File: config.mk
export PLATFORM = sky130hd
export DESIGN_NAME = sync_fifo_flags
export DESIGN_NICKNAME = d
export VERILOG_FILES = /design/src/rtl/sync_fifo_flags.sv
export SDC_FILE = /design/constraint.sdc
export NUM_CORES = 1
export LEC_CHECK = 0
export ABC_AREA = 1
export CORE_MARGIN = 8
export CORE_UTILIZATION = 44
export DETAILED_ROUTE_END_ITERATION = 8
export SYNTH_ARGS = -nofsm -noshare
export SYNTH_HDL_FRONTEND = slang
export SYNTH_SLANG_ARGS = --single-unit
File: constraint.sdc
create_clock -name clk -period 2.3 [get_ports clk]
set_input_delay 0.69 -clock clk [delete_from_list [all_inputs] [get_ports clk]]
set_output_delay 0.69 -clock clk [all_outputs]
set_load 0.02 [all_outputs]
File: src/rtl/sync_fifo_flags.sv
// Single-clock FIFO with standard or first-word-fall-through read, threshold flags,
// occupancy count, overflow/underflow pulses and a synchronous flush.
module sync_fifo_flags #(
    parameter int WIDTH    = 8,
    parameter int DEPTH    = 16,
    parameter int AF_LEVEL = DEPTH - 2,
    parameter int AE_LEVEL = 2,
    parameter int FWFT     = 0
) (
    input  logic                       clk,
    input  logic                       rstn,
    input  logic                       flush,
    input  logic                       winc,
    input  logic [WIDTH-1:0]           wdata,
    input  logic                       rinc,
    output logic [WIDTH-1:0]           rdata,
    output logic                       wfull,
    output logic                       rempty,
    output logic                       almost_full,
    output logic                       almost_empty,
    output logic [$clog2(DEPTH):0]     data_cnt,
    output logic                       overflow,
    output logic                       underflow
);

    localparam int AW = $clog2(DEPTH);
    localparam int CW = AW + 1;

    logic [WIDTH-1:0] mem_q [DEPTH];
    logic [AW-1:0]    wptr_q, wptr_d;
    logic [AW-1:0]    rptr_q, rptr_d;
    logic [CW-1:0]    cnt_q, cnt_d;
    logic [WIDTH-1:0] rdata_q, rdata_d;
    logic             ovf_q, ovf_d;
    logic             unf_q, unf_d;
    logic             wr_acc, rd_acc;

    // Flags come straight from the count register, so they carry no extra latency.
    assign wfull        = (cnt_q == CW'(DEPTH));
    assign rempty       = (cnt_q == '0);
    assign almost_full  = (cnt_q >= CW'(AF_LEVEL));
    assign almost_empty = (cnt_q <= CW'(AE_LEVEL));
    assign data_cnt     = cnt_q;
    assign overflow     = ovf_q;
    assign underflow    = unf_q;

    always_comb begin
        wr_acc  = winc && !wfull && !flush;
        rd_acc  = rinc && !rempty && !flush;
        wptr_d  = wptr_q;
        rptr_d  = rptr_q;
        cnt_d   = cnt_q;
        rdata_d = rdata_q;
        ovf_d   = winc && wfull && !flush;
        unf_d   = rinc && rempty && !flush;
        if (flush) begin
            wptr_d = '0;
            rptr_d = '0;
            cnt_d  = '0;
        end else begin
            if (wr_acc) wptr_d = wptr_q + AW'(1);
            if (rd_acc) rptr_d = rptr_q + AW'(1);
            if (wr_acc && !rd_acc) cnt_d = cnt_q + CW'(1);
            else if (rd_acc && !wr_acc) cnt_d = cnt_q - CW'(1);
            // Registered read data is only loaded in standard mode; it holds across flush.
            if (FWFT == 0 && rd_acc) rdata_d = mem_q[rptr_q];
        end
    end

    always_ff @(posedge clk or negedge rstn) begin
        if (!rstn) begin
            wptr_q  <= '0;
            rptr_q  <= '0;
            cnt_q   <= '0;
            rdata_q <= '0;
            ovf_q   <= 1'b0;
            unf_q   <= 1'b0;
        end else begin
            wptr_q  <= wptr_d;
            rptr_q  <= rptr_d;
            cnt_q   <= cnt_d;
            rdata_q <= rdata_d;
            ovf_q   <= ovf_d;
            unf_q   <= unf_d;
        end
    end

    // Storage is deliberately left out of reset.
    always_ff @(posedge clk) begin
        if (wr_acc) mem_q[wptr_q] <= wdata;
    end

    generate
        if (FWFT != 0) begin : g_fwft
            assign rdata = rempty ? '0 : mem_q[rptr_q];
        end else begin : g_std
            assign rdata = rdata_q;
        end
    endgenerate

endmodule

==> results.md <==
* Outcome: completed
* Ratio of cells with drive above 1 in the final layout at 0.132
* Core Region at between 0.015 and 0.02 mm²
* DRC Markers at 0
* DIE WIDTH at between 100 and 150 µm
* First-pass iteration count of the detailed router at 4
* Peak supply drop at 0.000561 V
* Drt wl/cell at about 16 µm
* Drt initial violations at 441
* IO Port Bufs at 31
* Placed insts at just over 900
* Synth Cell Area at between 0.006 and 0.007 mm²
* Reg-to-reg startpoint: data_cnt[3]$_DFFE_PN0P_
* Fin area at ~0.0082 mm²
* Final Hold Vio Count at 0
* Layout area overhead at 19.9%
* Initial antenna violation count at 0
* Arrival time worst endpoint at ~1.6 ns
* Detailed Place HPWL at 10200 µm
* Setup CP Type: register to output port
* DR vias at 4685
* Starting Density at 0.449
* Crit-path max FO at 6
* CTS tree: done
* Post-synthesis net count at 711
* GPL Wtd Cong at approximately 0.84
* Worst-margin pin slew at around 0.66 ns
* Hold Path End: rdata[2]$_DFFE_PN0P_
* # IOs at 32
* Post-DRT Antenna Nets at 0
* CP endpoint kind: output port
* LEAKAGE at about 0.0036 µW
* Worst setup margin at between 0.06 and 0.07 ns
* Max Cap Violations at 0
* CTS Buffer Depth at 2
* Antenna cells at 0
* CTS buffer count at 17
* Tot Pwr at between 8000 and 9000 µW
* Pre-CTS setup slack at -0.263 ns
* Unrepaired setup endpoints after global routing: yes
* Final setup vio count at 0
* Final core utilization at 0.538
* WL final at between 15000 and 20000 µm
* CTS H-tree depth at 4
* Reg2Reg Capture Point: data_cnt[3]$_DFFE_PN0P_
* Hold Buf Count CTS at 0
* Vias in the first global route at approximately 4600
* Nature of the critical path startpoint: register
* Synthesis-stage register bit count at about 150
* Required @ worst endpoint at roughly 1.6 ns
* Final min period at around 2.2 ns
* Synth cell types at 26
* CTS clk-pin slew, worst paths at 0.06 ns
* F_max at 447 MHz
* Hold Path Class: register to register
* Max-slew violation count at 0
* Nets@finish at about 780
* Hold Path Origin: rdata[2]$_DFFE_PN0P_
* Die ar. at around 0.020 mm²
* DP Area at roughly 0.0076 mm²
* Pin count of the biggest net entering global routing at 41
* Vias per cell at 4.88
* Final Non-Filler Cells at between 900 and 1000
* Post-Syn Instances at between 600 and 700
* Avg Cell Area, Syn at between 9 and 10 µm²
* PwrDens at ~980 mW/mm²
* Final period utilization at 0.972
* Clock root cell: clkbuf_16
* Site row count at 45
* Worst rel slew slack at 0.559
* Worst Hold Depth at 2
* Synth warn at 0
* Die H at ~140 µm
* Flop2flop setup slack at between 0.2 and 0.3 ns
* Sequential share of the synthesized area at 0.648
* Gr usage total at 0.160
* First-pass GRT wire length at roughly 24000 µm
* Worst reg2reg path depth at 12
* CTS sink count at roughly 150
* Clk Latency, worst-skew pair at 0.41 ns
* Gr ovfl total at 0
* Max Clock Skew at 0.00665 ns
layout make-up:
cell class                      instances  area (µm²)
Fill cell                            1337        7030
Timing Repair Buffer                   81         693
Tap cell                              188         235
Clock buffer                           18         429
Sequential cell                       151        4420
Inverter                              113         430
Multi-Input combinational cell        397        1830
Clock inverter                         13         131
worst max path at each step:
stage / to / start / depth (start not counted) / slack [ns]
6_report: data_cnt[0] / data_cnt[0]$_DFFE_PN0P_ / 2 / 0.06
5_1_grt: data_cnt[4]$_DFFE_PN0P_ / winc / 15 / 0.004
4_1_cts: almost_empty / data_cnt[3]$_DFFE_PN0P_ / 4 / 0.03
3_5_place_dp: data_cnt[4]$_DFFE_PN0P_ / winc / 15 / -0.26
3_3_place_gp: data_cnt[4]$_DFFE_PN0P_ / winc / 15 / -0.27
2_1_floorplan: data_cnt[4]$_DFFE_PN0P_ / data_cnt[1]$_DFFE_PN0P_ / 14 / 0.20
worst max-delay path, cell delays in order, from the launching register on:
cell	delay [ns]
dfrtp_1	0.37
buf_4	0.16
clkdlybuf4s50_1	0.61
metrics by stage:
step	TNS (ns)	hold slack (ns)
2_1_floorplan	0	0.394
3_3_place_gp	-15.57	0.473
3_5_place_dp	-15.66	0.467
4_1_cts	0	0.482
5_1_grt	0	0.510
6_report	0	0.483
cell usage after synthesis, drive strengths merged:
library cell / n / area, µm²
dfrtp: 23 / 576
clkinv: 1 / 5.00
edfxtp: 128 / 3840
a21oi: 6 / 30.0
nand3: 108 / 551
nand2: 234 / 918
ha: 9 / 113
fa: 1 / 20.0
nand4: 1 / 6.26
inv: 112 / 425
clkbuf: 3 / 11.3
nor2: 24 / 108
buf: 24 / 135
o21ai: 8 / 40.0
nor3: 4 / 20.0
xor2: 2 / 17.5
report_power, final:
part           total, µW  internal [µW]  switching, µW  leakage, µW
clock network       2640           1580           1060     0.000266
registers           3240           3130            117      0.00145
logic               2150            800           1350      0.00191
kinds of logic after synthesis:
group,share of synthesized area
flops,0.648
simple gates,0.235
buf+inv,0.0846
xor+xnor,0.00257
fa+ha+maj,0.0194
compound gates,0.0103
layout by cell type (no fill, tap or decap), drive strengths merged, types with 6 or more instances in the layout:
cell and count:
nand3 108, ha 9, dfrtp 23, clkbuf 19
nand2 234, o21ai 8, clkinv 6, buf 50
clkdlybuf4s50 26, edfxtp 128, inv 114, a21oi 6
nor2 24
routing by layer:
metal,global-route usage,wire length [µm],vias up
met3,0.0432,752,11
met4,0.0345,124,0
met1,0.206,6860,2229
met2,0.265,7360,87
met5,0,0,-
li1,-,-,2358
flip-flops by register name, summed over array words and instances, names as in the netlist:
register and cells:
mem_q 128, rdata 8, data_cnt 5, overflow 1
rptr_q 4, wptr_q 4, underflow 1
timing repair:
action                                  in CTS  in global routing
gates resized for setup                      5                  7
endpoints found under the setup margin       4                  3
buffers inserted                             0                  0
(Power assumes the default switching activity.)
